===== src/rtl/normshift_pkg.sv =====
// rtl/normshift_pkg.sv - shared nonlin types and defaults for the sign normaliser
package normshift_pkg;

    typedef enum logic [1:0] {
        ST_IDLE = 2'd0,
        ST_SCAN = 2'd1,
        ST_DONE = 2'd2
    } ns_state_e;

    localparam int NS_WIDTH = 64;
    localparam int NS_STEP  = 8;

    function automatic int ns_cw(input int width);
        return $clog2(width);
    endfunction

endpackage


===== src/rtl/normshift_lsc.sv =====
// rtl/normshift_lsc.sv - leading-sign counter over the top STEP+1 bits, unclamped
module normshift_lsc #(
    parameter int STEP = 8,
    parameter int RW   = $clog2(STEP + 1)
) (
    input  logic [STEP:0]   top_i,
    output logic [RW-1:0]   r_o
);

    logic run;

    always_comb begin
        r_o = '0;
        run = 1'b1;
        for (int i = STEP - 1; i >= 0; i--) begin
            if (run && (top_i[i] == top_i[STEP])) begin
                r_o = r_o + RW'(1);
            end else begin
                run = 1'b0;
            end
        end
    end

endmodule


===== src/rtl/normshift.sv =====
// rtl/normshift.sv - iterative sign normaliser, at most STEP bits of left shift per cycle
module normshift
    import normshift_pkg::*;
#(
    parameter int WIDTH = NS_WIDTH,
    parameter int STEP  = NS_STEP,
    parameter int CW    = ns_cw(WIDTH)
) (
    input  logic             clk,
    input  logic             rst_n,
    input  logic             normshift_i_valid,
    output logic             normshift_i_ready,
    input  logic [WIDTH-1:0] normshift_i,
    output logic             normshift_o_valid,
    input  logic             normshift_o_ready,
    output logic [WIDTH-1:0] normshift_o,
    output logic [CW-1:0]    normshift_cnt,
    output logic             normshift_zero
);

    localparam int RW = $clog2(STEP + 1);

    ns_state_e        state_q;
    logic [WIDTH-1:0] work_q;
    logic [CW-1:0]    cnt_q;
    logic             zero_q;
    logic             first_q;
    logic             i_ready_q;
    logic             o_valid_q;

    logic [RW-1:0]    r_raw;
    logic [CW:0]      rem_d;
    logic [CW:0]      r_d;
    logic             scan_last_d;

    normshift_lsc #(.STEP(STEP), .RW(RW)) u_lsc (
        .top_i (work_q[WIDTH-1 -: STEP+1]),
        .r_o   (r_raw)
    );

    // Clamp so the total shift never exceeds WIDTH-1; that is what terminates the zero operand.
    always_comb begin
        rem_d       = (CW+1)'(WIDTH - 1) - {1'b0, cnt_q};
        r_d         = ((CW+1)'(r_raw) < rem_d) ? (CW+1)'(r_raw) : rem_d;
        scan_last_d = (r_d < (CW+1)'(STEP)) || (r_d == rem_d);
    end

    always_ff @(posedge clk or negedge rst_n) begin
        if (!rst_n) begin
            state_q   <= ST_IDLE;
            work_q    <= '0;
            cnt_q     <= '0;
            zero_q    <= 1'b0;
            first_q   <= 1'b0;
            i_ready_q <= 1'b1;
            o_valid_q <= 1'b0;
        end else begin
            case (state_q)
                ST_IDLE: begin
                    if (normshift_i_valid) begin
                        work_q    <= normshift_i;
                        cnt_q     <= '0;
                        zero_q    <= 1'b0;
                        first_q   <= 1'b1;
                        i_ready_q <= 1'b0;
                        state_q   <= ST_SCAN;
                    end
                end
                ST_SCAN: begin
                    if (first_q) begin
                        zero_q <= (work_q == '0);
                    end
                    first_q <= 1'b0;
                    work_q  <= work_q << r_d;
                    cnt_q   <= cnt_q + CW'(r_d);
                    if (scan_last_d) begin
                        o_valid_q <= 1'b1;
                        state_q   <= ST_DONE;
                    end
                end
                ST_DONE: begin
                    if (normshift_o_ready) begin
                        o_valid_q <= 1'b0;
                        i_ready_q <= 1'b1;
                        state_q   <= ST_IDLE;
                    end
                end
                default: begin
                    state_q   <= ST_IDLE;
                    i_ready_q <= 1'b1;
                    o_valid_q <= 1'b0;
                end
            endcase
        end
    end

    assign normshift_i_ready = i_ready_q;
    assign normshift_o_valid = o_valid_q;
    assign normshift_o       = work_q;
    assign normshift_cnt     = cnt_q;
    assign normshift_zero    = zero_q;

endmodule

===== config.mk =====
export PLATFORM = sky130hd
export DESIGN_NAME = normshift
export DESIGN_NICKNAME = d
export VERILOG_FILES = /design/src/rtl/normshift_pkg.sv /design/src/rtl/normshift_lsc.sv /design/src/rtl/normshift.sv
export SDC_FILE = /design/constraint.sdc
export NUM_CORES = 1
export LEC_CHECK = 0
export ABC_CLOCK_PERIOD_IN_PS = 11400
export CAP_MARGIN = 20
export CELL_PAD_IN_SITES_DETAIL_PLACEMENT = 0
export CELL_PAD_IN_SITES_GLOBAL_PLACEMENT = 1
export CORE_MARGIN = 2
export CORE_UTILIZATION = 39
export CTS_CLUSTER_SIZE = 10
export DETAILED_ROUTE_END_ITERATION = 8
export GPL_TIMING_DRIVEN = 0
export PLACE_DENSITY = 0.84
export SLEW_MARGIN = 20
export SYNTH_ARGS = -nofsm -noshare
export SYNTH_HDL_FRONTEND = slang
export SYNTH_HIERARCHICAL = 1
export SYNTH_SLANG_ARGS = --single-unit
export TNS_END_PERCENT = 5

===== constraint.sdc =====
create_clock -name clk -period 11.4 [get_ports clk]
set_input_delay 2.28 -clock clk [delete_from_list [all_inputs] [get_ports clk]]
set_output_delay 2.28 -clock clk [all_outputs]
set_load 0.005 [all_outputs]

=== After elaboration in Yosys (flattened, before gate mapping) ===
Index checks and enable logic that the tools add are counted.

* Register bits after elaboration: 76
* Bits of input ports: 68
* Output and inout port bits: 73
* Logic and storage cells: 86

* Add/subtract/negate cells: 9
* Order comparisons: 2
* Equal/unequal tests: 15
* Shift operators: 1
* Mux-type cells: 34
* Bitwise logic cells: 2
* Reductions and logical operators: 16

{| class="wikitable"
|+ Operators with widths
! cell !! number
|-
| $pmux 64 s2 || 1
|-
| $logic_not 64->1 || 1
|-
| $mux 64 || 1
|-
| $shl 64x7->64 || 1
|-
| $add 4x1->4 const B || 7
|-
| $mux 4 || 7
|-
| $mux 1 || 14
|-
| $pmux 6 s2 || 1
|-
| $reduce_and 3->1 || 4
|-
| $eq 1x1->1 || 8
|-
| $ne 2x2->1 const B || 4
|-
| $eq 7x7->1 || 1
|-
| $logic_and 1x1->1 || 7
|-
| $lt 4x7->1 || 1
|-
| $lt 7x4->1 const B || 1
|-
| $mux 7 || 1
|-
| $sub 6x6->7 const A || 1
|-
| $add 6x6->6 || 1
|-
| $mux 2 || 3
|-
| $mux 6 || 1
|-
| $pmux 1 s3 || 2
|-
| $pmux 2 s3 || 1
|-
| $pmux 1 s2 || 2
|-
| $eq 2x1->1 const B || 1
|-
| other kinds (6) || 7
|}

=== Longest topological paths before layout ===
Gate-level depths: netlist (run 1).

* Depth in word-level cells: 22
* Gate-level depth with buffers: 34
* Gate-level depth less buffers: 30

=== Modules after synthesis ===
Netlist (run 1), hierarchy kept.

{| class="wikitable"
|+ Modules (own cells, without submodules)
! module !! instances !! cells an instance !! area each (um^2) !! sequential area each (um^2)
|-
| normshift || 1 || 675 || 6259.8 || 1903.1
|-
| normshift_lsc || 1 || 79 || 550.5 || 0.0
|}

=== Worst setup path after synthesis (run 1) ===
Ideal clock, no wire load.

* Path type: flip-flop to flip-flop
* Start point: reg work_q[63] (netlist: normshift_o[63])
* End point: reg cnt_q[5] (netlist: normshift_cnt[5])
* Library setup time: 0.121 ns
* Arrival: 6.591 ns
* Required time: 11.279 ns
* Path slack: 4.688 ns
* Cell stages (with the launch flop): 34
* Path buffers: 5
* Clock period less this slack: 6.712 ns
* Cell sequence: dfrtp_1 > buf_6 > buf_2 > o31ai_1 > ha_1 > a21oi_1 > nor2_1 > ha_1 > nor2_1 > mux2_2 > ha_1 > mux2i_1 > mux2i_1 > o22ai_2 > inv_1 > ha_1 > nand2_1 > nor3_1 > or3_1 > ha_1 > o211ai_2 > a2111o_1 > o211ai_1 > buf_2 > buf_1 > buf_2 > ha_1 > a21o_1 > a21oi_1 > nor2b_1 > o21ai_0 > nor3_1 > a21o_1 > a22o_1

* Cells in the longest elaborated chain, start to end: 20
* Elaborated cells on any way between the ends: 41
* Those cells by class: add/sub: 8; order compare: 1; eq/ne: 8; mux: 17; reduce/logical: 7

{| class="wikitable"
|+ RTL lines
! element !! line !! RTL
|-
| start: declaration || normshift.sv:24 || <nowiki>logic [WIDTH-1:0] work_q;</nowiki>
|-
| start signal: assignment || normshift.sv:61 || <nowiki>work_q <= normshift_i;</nowiki>
|-
| start signal: assignment || normshift.sv:74 || <nowiki>work_q <= work_q << r_d;</nowiki>
|-
| $eq 1x1->1 || normshift_lsc.sv:16 || <nowiki>if (run && (top_i[i] == top_i[STEP])) begin</nowiki>
|-
| $mux 1 || normshift_lsc.sv:16 ||
|-
| $add 4x1->4 / $logic_and 1x1->1 (equally long branches) || normshift_lsc.sv:17, normshift_lsc.sv:16 ||
|-
| $mux 4 / $mux 1 (equally long branches) || normshift_lsc.sv:16 ||
|-
| $add 4x1->4 / $logic_and 1x1->1 (equally long branches) || normshift_lsc.sv:17, normshift_lsc.sv:16 ||
|-
| $mux 4 / $mux 1 (equally long branches) || normshift_lsc.sv:16 ||
|-
| $add 4x1->4 / $logic_and 1x1->1 (equally long branches) || normshift_lsc.sv:17, normshift_lsc.sv:16 ||
|-
| $mux 4 / $mux 1 (equally long branches) || normshift_lsc.sv:16 ||
|-
| [... 5 more ...] || n/a ||
|-
| $mux 4 / $mux 1 (equally long branches) || normshift_lsc.sv:16 ||
|-
| $add 4x1->4 / $logic_and 1x1->1 (equally long branches) || normshift_lsc.sv:17, normshift_lsc.sv:16 ||
|-
| $mux 4 * || normshift_lsc.sv:16 ||
|-
| via r_raw[1] || normshift.sv:31 || <nowiki>logic [RW-1:0] r_raw;</nowiki>
|-
| $lt 4x7->1 || normshift.sv:44 || <nowiki>r_d = ((CW+1)'(r_raw) < rem_d) ? (CW+1)'(r_raw) : rem_d;</nowiki>
|-
| $mux 7 * || normshift.sv:44 ||
|-
| $add 6x6->6 * || normshift.sv:75 || <nowiki>cnt_q <= cnt_q + CW'(r_d);</nowiki>
|-
| $pmux 6 s2 * || normshift.sv:58 || <nowiki>case (state_q)</nowiki>
|-
| end signal: assignment || normshift.sv:75 ||
|-
| end: declaration || normshift.sv:25 || <nowiki>logic [CW-1:0] cnt_q;</nowiki>
|}

The timed path passes the listed nets; every way through them passes the cells marked *.
A chain may end at the register's enable or synchronous reset.

=== Worst setup path in the final report (run 1) ===
Same ends and word-level chain as after synthesis.

==> results of run 1 <==
## registers in the layout, summed over array words and instances (netlist names)
name	flops
first_q	1
normshift_cnt	6
normshift_i_ready	1
normshift_o	64
normshift_o_valid	1
normshift_zero	1
state_q	2
## stage by stage
| step | hold WS [ns] | util, % | std cells | instance area [sq um] |
|---|---|---|---|---|
| after floorplan | 0.4810 | - | 754 | 6810 |
| after global placement | 0.4849 | 49.45 | 1119 | 8493 |
| after detailed placement | 0.4889 | 49.59 | 1120 | 8518 |
| after CTS | 0.5047 | 51.56 | 1136 | 8856 |
| after global routing | 0.5555 | 51.56 | 1136 | 8856 |
| final | 0.5041 | 51.56 | 1136 | 8856 |
## logic make-up after synthesis
family | share of synthesized area, %
compound gates | 23.63
simple gates | 13.65
mux | 26.53
flops | 27.94
buf+inv | 4.795
fa+ha+maj | 2.682
xor+xnor | 0.7716
## area by class of cell
class | count | area [sq um]
buffer | 59 | 275.3
clock buffer | 13 | 270.3
clock inverter | 3 | 67.56
fill | 1669 | 8320
inverter | 13 | 51.30
multi-input combinational | 606 | 4581
sequential | 76 | 1903
tap | 225 | 281.5
timing repair buffer | 141 | 1426
## layout by cell type (no fill, tap or decap), drive strengths merged, types with 6 or more instances in the layout
master | netlist | layout
mux2i | 140 | 140
o211ai | 8 | 8
a22oi | 24 | 24
a211o | 6 | 6
nor2b | 6 | 6
a221oi | 7 | 7
dfrtp | 75 | 75
clkdlybuf4s50 | 0 | 139
nand3 | 12 | 12
buf | 26 | 28
nand4 | 6 | 6
o21ai | 51 | 51
clkbuf | 33 | 46
o221ai | 10 | 10
mux2 | 28 | 28
nor3 | 10 | 10
o21bai | 13 | 13
a22o | 17 | 17
ha | 13 | 13
nand2 | 47 | 47
and3 | 10 | 10
inv | 13 | 13
nor4 | 15 | 15
nor2 | 51 | 51
xor2 | 6 | 6
a21oi | 52 | 52
## worst max-delay path, delay by kind of cell, from the launching register on
family | cells | cell delay [ns]
AO/OA/AOI/OAI | 11 | 2.65
buffers and inverters | 6 | 1.87
adder cells (fa/ha/maj) | 6 | 1.70
AND/OR/NAND/NOR | 7 | 0.85
multiplexers | 3 | 0.55
flip-flops | 1 | 0.46
## metal layers
| metal | GRT usage (%) | part of all wire (%) | vias up | routed length (um) |
|---|---|---|---|---|
| li1 | - | - | 3194 | - |
| met1 | 39.53 | 41 | 3519 | 11290 |
| met2 | 46.62 | 46 | 435 | 12590 |
| met3 | 4.735 | 8.6 | 90 | 2375 |
| met4 | 14.64 | 4.4 | 0 | 1208 |
| met5 | 0 | 0 | - | 0 |
## worst paths after layout
kind	from	endpoint	slack [ns]	cells past startpoint
setup / recovery	normshift_o[63]$_DFFE_PN0P_	normshift_cnt[5]$_DFFE_PN0P_	3.23	33
hold / removal	normshift_zero$_DFFE_PN0P_	normshift_zero$_DFFE_PN0P_	0.50	2
setup reg to reg	normshift_o[63]$_DFFE_PN0P_	normshift_cnt[5]$_DFFE_PN0P_	3.23	33
hold reg to reg	normshift_zero$_DFFE_PN0P_	normshift_zero$_DFFE_PN0P_	0.50	2
max in group asynchronous	rst_n	normshift_i_ready$_DFFE_PN1P_	8.91	2
min in group asynchronous	rst_n	normshift_o[35]$_DFFE_PN0P_	1.84	1
==> results.cfg, run 1 <==
[run_status]
outcome = finished clean

[clock_tree]
cts.sinks = 76
clock_latency_ns = 0.35
hold_buffers = 0
htree_levels = 3
cts_tree = built
cts-root-buf = clkbuf_16
cts_buffer_depth = 2
cts_resized = 0
numCtsBuffers = 9
path_clk_slew_ns = 0.06
cts_setup_buffers = 0

[critical_path]
cp.required_ns = 11.64
slowest_delay_ns = 0.64
crit_path_frequent_cell = ha_1
crit_path_end_kind = flip-flop
startpoint_type = flip-flop
cp.arrival_ns = 8.41
criticalPathCategory = flip-flop to flip-flop
crit_slowest_cell = buf_1
crit_path_max_fanout = 10

[placed_design]
place.gp.congestion = 0.9726
place_ws_ns = 3.316
numPortBuffers = 140
dpl.hpwl_um = 20290

[synth]
synth_most_common_cell = mux2i_1
netlist_area_sq_mm = 0.006810
synth_edf_count = 0
synth-main-ff-cell = dfrtp_1
syn_inst = 754
syn_nets = 836
synth_top_area_share_pct = 27.56
avgSynthCellArea_sq_um = 9.032
yosys-top-cells-area = dfrtp_1, mux2i_1, a21oi_1, mux2_2, nor2_1
yosysSeqAreaShare_pct = 27.94
yosys-top-cells-count = mux2i_1, dfrtp_1, nor2_1
yosys.area.top_type = dfrtp_1
yosysWarningCount = 6
synth-seq-cells = 76
synthArstFlopShare_pct = 100.0
synth.distinct_cells = 70

[final_layout]
n_antenna_cell = 0
drive_above_1_share_pct = 9.221
area_growth_pct = 30.04
nNetsFinal = 988

[route]
vias = 7238
wl_per_cell_um = 24.17
drt-total-wl_um = 27460
avgViaCountPerCell = 6.371
first_pass_iters = 6
drtIter0Drc = 763
remaining_drc_errors = 0
drtAntennaViolNets = 0

[grt]
grt_pass1_wl_um = 41610
grt_max_degree = 53
grtUsageTotal_pct = 29.64
grt.overflow.total = 0
antenna_found_initial = 0
grt_pass1_vias = 7176

[floorplanning]
dieArea_sq_mm = 0.01854
rows = 48
core_sq_mm = 0.01718
start_util_pct = 39.65
die_w_um = 136.1
io_pins = 141
die_y_um = 136.1

[sta]
finalSetupTns_ns = 0
finalWorstSetupSlack_ns = 3.227
finalHoldViolCount = 0
period_share_pct = 71.69
maxSlewHeadroom_pct = 43.98
tightest_slew_ns = 0.8404
setup_violations = 0
worst_clock_skew_ns = 0.01000
slew_viol_final = 0
fmax_mhz = 122.4
post-route-min-period_ns = 8.173
rsz0062_at_grt = false

[flow_run]
maxCapViolations = 0

[hold_path]
hp-class = flip-flop to flip-flop
Power of run 1 is left out: the tool's default activity adds up to more than one toggle a clock period on the data nets, which glitch-free logic cannot reach.
==> inputs of run 2 (changes only) <==
Settings changed: ABC_CLOCK_PERIOD_IN_PS 11400 to 8500.
Clock period 11.4 ns to 8.5 ns, I/O delays scaled along.
==> run 2 against run 1 <==
  * Sequential share of layout area hardly changed
  * Core utilization is essentially flat
  * Sequential cell count unchanged
  * Largest cell class unchanged
==> results.cfg, run 2 (synthesis gave the netlist of run 1 again) <==
[run_status]
outcome = finished clean

[clock_tree]
cts_tree = built
clock_latency_ns = 0.36
htree_levels = 3
cts_buffer_depth = 2
numCtsBuffers = 9
path_clk_slew_ns = 0.06
hold_buffers = 0
cts-root-buf = clkbuf_16
cts.sinks = 76

[grt]
grt_max_degree = 53
met2_usage_pct = 46.62
grt_pass1_vias = 7176
busiest_layer = met2
grtUsageTotal_pct = 29.64
grt.overflow.total = 0
use_met3_pct = 4.735
met1_usage_pct = 39.53
antenna_found_initial = 0
grt_pass1_wl_um = 41610

[critical_path]
criticalPathCategory = flip-flop to flip-flop
startpoint_type = flip-flop
r2r_start = normshift_o[63]$_DFFE_PN0P_
crit_slowest_cell = buf_1
slowest_delay_ns = 0.53
reg2reg_slack_ns = 0.80
cp.required_ns = 8.74
crit_path_frequent_cell = ha_1
crit_path_max_fanout = 10
reg2reg_to = normshift_cnt[5]$_DFFE_PN0P_
worstRegToRegCells = 33
crit_path_end_kind = flip-flop
cp.arrival_ns = 7.94

[sta]
post-route-min-period_ns = 7.700
tightest_slew_ns = 0.7887
setup_violations = 0
fmax_mhz = 129.9
finalSetupTns_ns = 0
finalHoldViolCount = 0
maxSlewHeadroom_pct = 47.23
slew_viol_final = 0
worst_clock_skew_ns = 0.01134
rsz0062_at_grt = false
period_share_pct = 90.58

[hold_path]
hold_end = normshift_zero$_DFFE_PN0P_
holdPathStages = 2
worstHoldStart = normshift_zero$_DFFE_PN0P_
hp-class = flip-flop to flip-flop

[route]
remaining_drc_errors = 0
drtAntennaViolNets = 0
first_pass_iters = 7
drtIter0Drc = 685
wl_per_cell_um = 24.18
avgViaCountPerCell = 6.444
vias = 7314
drt-total-wl_um = 27450

[final_layout]
nNetsFinal = 987
most-common-layout-cells = mux2i_1, clkdlybuf4s50_1, dfrtp_1
nFillCells = 1669
layout_commonest_cell = mux2i_1
drive_above_1_share_pct = 9.231
n_antenna_cell = 0
area_growth_pct = 29.98
largest_register_ffs = 64

[floorplanning]
die_w_um = 136.1
dieArea_sq_mm = 0.01854
die_y_um = 136.1
rows = 48
core_sq_mm = 0.01718
io_pins = 141
start_util_pct = 39.65

[placed_design]
place.gp.congestion = 0.9726
numPortBuffers = 140
dpl.hpwl_um = 20290

[flow_run]
maxCapViolations = 0
==> run 2: how the worst max path moves through the flow <==
| stage | from | slack, ns | depth (start not counted) | to |
|---|---|---|---|---|
| 2_1_floorplan | normshift_o[63]$_DFFE_PN0P_ | 1.79 | 33 | normshift_cnt[5]$_DFFE_PN0P_ |
| 3_3_place_gp | normshift_o[63]$_DFFE_PN0P_ | 0.51 | 33 | normshift_cnt[5]$_DFFE_PN0P_ |
| 3_5_place_dp | normshift_o[63]$_DFFE_PN0P_ | 0.42 | 33 | normshift_cnt[5]$_DFFE_PN0P_ |
| 4_1_cts | normshift_o[63]$_DFFE_PN0P_ | 0.38 | 33 | normshift_cnt[5]$_DFFE_PN0P_ |
| 5_1_grt | normshift_o[63]$_DFFE_PN0P_ | 0.33 | 32 | normshift_cnt[5]$_DFFE_PN0P_ |
| 6_report | normshift_o[63]$_DFFE_PN0P_ | 0.80 | 33 | normshift_cnt[5]$_DFFE_PN0P_ |
==> run 2: area by class of cell <==
class	count	area, sq um	share of cell area [%]
buffer	58	271.5	3.067
clock inverter	3	67.56	0.7633
multi-input combinational	606	4581	51.75
clock buffer	13	270.3	3.053
tap	225	281.5	3.180
inverter	13	51.30	0.5795
sequential	76	1903	21.50
timing repair buffer	141	1426	16.11
==> run 2: routing by layer <==
| layer | part of all wire, % | vias up |
|---|---|---|
| li1 | - | 3196 |
| met1 | 41 | 3550 |
| met2 | 46 | 474 |
| met3 | 8.3 | 94 |
| met4 | 4.4 | 0 |
| met5 | 0 | - |
==> run 2: critical path, delay by kind of cell (launching register included) <==
| family | cells | cell delay, ns |
|---|---|---|
| AOI/OAI and AO/OA | 9 | 2.08 |
| adders and majority gates | 6 | 1.91 |
| buffers and inverters | 7 | 1.57 |
| and+or+nand+nor | 8 | 1.03 |
| muxes | 3 | 0.55 |
| DFF | 1 | 0.46 |
==> run 2: stage by stage <==
stage	area [sq um]	instances	hold slack, ns	util (%)	setup WS (ns)
after floorplan	6810	754	0.4810	-	1.788
final	8852	1135	0.5054	51.54	0.8004
after global routing	8852	1135	0.5555	51.54	0.3251
after CTS	8856	1136	0.5047	51.56	0.3831
after global placement	8493	1119	0.4849	49.45	0.5148
after detailed placement	8518	1120	0.4889	49.59	0.4162
==> run 2: repair_timing <==
item,in CTS,in global routing
setup endpoints to repair,0,1
setup buffers,0,0
gates resized for setup,0,0
Power of run 2 is left out for the same reason.
==> inputs of run 3 (changes only) <==
Settings changed: GPL_TIMING_DRIVEN 0 to unset, SKIP_CTS_REPAIR_TIMING set to 1.
==> run 3 against run 2 <==
  * Setup slack improved by 0.37 ns
  * Critical path depth decreased by 2
  * Final cell count decreased by 3.9%
  * Via count decreased by 8.5%
  * Worst hold slack improved by 0.013 ns
  * Core utilization decreased by 1.1 points
  * Design area decreased by 2.2%
  * First-iteration DRC count decreased by 14%
  * Register-to-register slack improved by 0.37 ns
==> results.cfg, run 3 (synthesis gave the netlist of run 1 again) <==
[final_layout]
drive_above_1_share_pct = 9.122
n_antenna_cell = 0
nNetsFinal = 943
stdcell_count = 1091
layout_commonest_cell = mux2i_1
largest_register_ffs = 64
area_growth_pct = 27.12
most-common-layout-cells = mux2i_1, clkdlybuf4s50_1, dfrtp_1

[sta]
period_share_pct = 86.28
rsz0062_at_grt = false
fmax_mhz = 136.4
tightest_slew_ns = 1.075
finalSetupTns_ns = 0
post-route-min-period_ns = 7.334
maxSlewHeadroom_pct = 28.17
finalHoldViolCount = 0
worst_clock_skew_ns = 0.007773
slew_viol_final = 0
setup_violations = 0

[placed_design]
place_inst = 1075
place.gp.congestion = 0.8950
numPortBuffers = 140
dpl.hpwl_um = 16580

[floorplanning]
start_util_pct = 39.65
core_sq_mm = 0.01718
die_y_um = 136.1
die_w_um = 136.1
io_pins = 141
dieArea_sq_mm = 0.01854
rows = 48

[clock_tree]
cts.sinks = 76
cts_buffer_depth = 2
numCtsBuffers = 9
cts_tree = built
clock_latency_ns = 0.35
path_clk_slew_ns = 0.07
htree_levels = 3
cts-root-buf = clkbuf_16

[critical_path]
r2r_start = normshift_o[63]$_DFFE_PN0P_
reg2reg_to = normshift_cnt[5]$_DFFE_PN0P_
startpoint_type = flip-flop
crit_path_max_fanout = 56
criticalPathCategory = flip-flop to flip-flop
crit_slowest_cell = dfrtp_1
crit_path_end_kind = flip-flop
slowest_delay_ns = 0.64
cp.required_ns = 8.75
cp.arrival_ns = 7.58
reg2reg_slack_ns = 1.17
cp-startpoint = normshift_o[63]$_DFFE_PN0P_
crit_path_frequent_cell = ha_1
worstRegToRegCells = 31
endpoint = normshift_cnt[5]$_DFFE_PN0P_

[grt]
grtUsageTotal_pct = 25.42
antenna_found_initial = 0
grt_pass1_wl_um = 36830
grt_max_degree = 77
grt.overflow.total = 0
grt_pass1_vias = 6512

[route]
vias = 6690
drtAntennaViolNets = 0
avgViaCountPerCell = 6.132
remaining_drc_errors = 0
drtIter0Drc = 591
wl_per_cell_um = 21.42
drt-total-wl_um = 23370
first_pass_iters = 5

[run_status]
outcome = finished clean

[flow_run]
maxCapViolations = 0

[hold_path]
hp-class = flip-flop to flip-flop
## run 3: critical path, delay by kind of cell, from the launching register on
| kind | cells | cell delay, ns |
|---|---|---|
| adder cells (fa/ha/maj) | 6 | 1.88 |
| AO/OA/AOI/OAI | 9 | 1.83 |
| AND/OR/NAND/NOR | 9 | 1.39 |
| buffers and inverters | 4 | 0.97 |
| flip-flops | 1 | 0.64 |
| multiplexers | 3 | 0.50 |
## run 3: per-stage QoR
stage / hold WS, ns / setup WS, ns / instance area, sq um / utilization (%)
after global routing: 0.5692 / 0.6531 / 8657 / 50.40
final: 0.5187 / 1.166 / 8657 / 50.40
after floorplan: 0.4810 / 1.788 / 6810 / -
after detailed placement: 0.5032 / 1.237 / 8351 / 48.62
after global placement: 0.4877 / 1.455 / 8348 / 48.60
after CTS: 0.5192 / 1.203 / 8653 / 50.38
## run 3: worst min-delay path by stage
stage / from / endpoint / slack, ns / cells past startpoint
after global routing: normshift_o_valid$_DFFE_PN0P_ / normshift_o_valid$_DFFE_PN0P_ / 0.57 / 2
after global placement: normshift_zero$_DFFE_PN0P_ / normshift_zero$_DFFE_PN0P_ / 0.49 / 2
after detailed placement: normshift_zero$_DFFE_PN0P_ / normshift_zero$_DFFE_PN0P_ / 0.50 / 2
after CTS: normshift_zero$_DFFE_PN0P_ / normshift_zero$_DFFE_PN0P_ / 0.52 / 2
final: normshift_o_valid$_DFFE_PN0P_ / normshift_o_valid$_DFFE_PN0P_ / 0.52 / 2
after floorplan: first_q$_DFFE_PN0P_ / first_q$_DFFE_PN0P_ / 0.48 / 2
## run 3: area by class of cell
| class | instances | area (sq um) |
|---|---|---|
| multi-input cells | 606 | 4603 |
| flip-flops and latches | 76 | 1903 |
| clock buffers | 10 | 239.0 |
| repair buffers | 155 | 1515 |
| clock inverters | 6 | 63.81 |
| inverters | 13 | 51.30 |
| well taps | 225 | 281.5 |
| fillers | 1669 | 8519 |
## run 3: layer usage
metal,wire length (um),vias to the layer above,track usage [%]
li1,-,3102,-
met1,10370,3285,35.11
met2,11030,271,41.01
met3,1435,32,3.990
met4,532,0,7.581
met5,0,-,0
Power of run 3 is left out for the same reason.
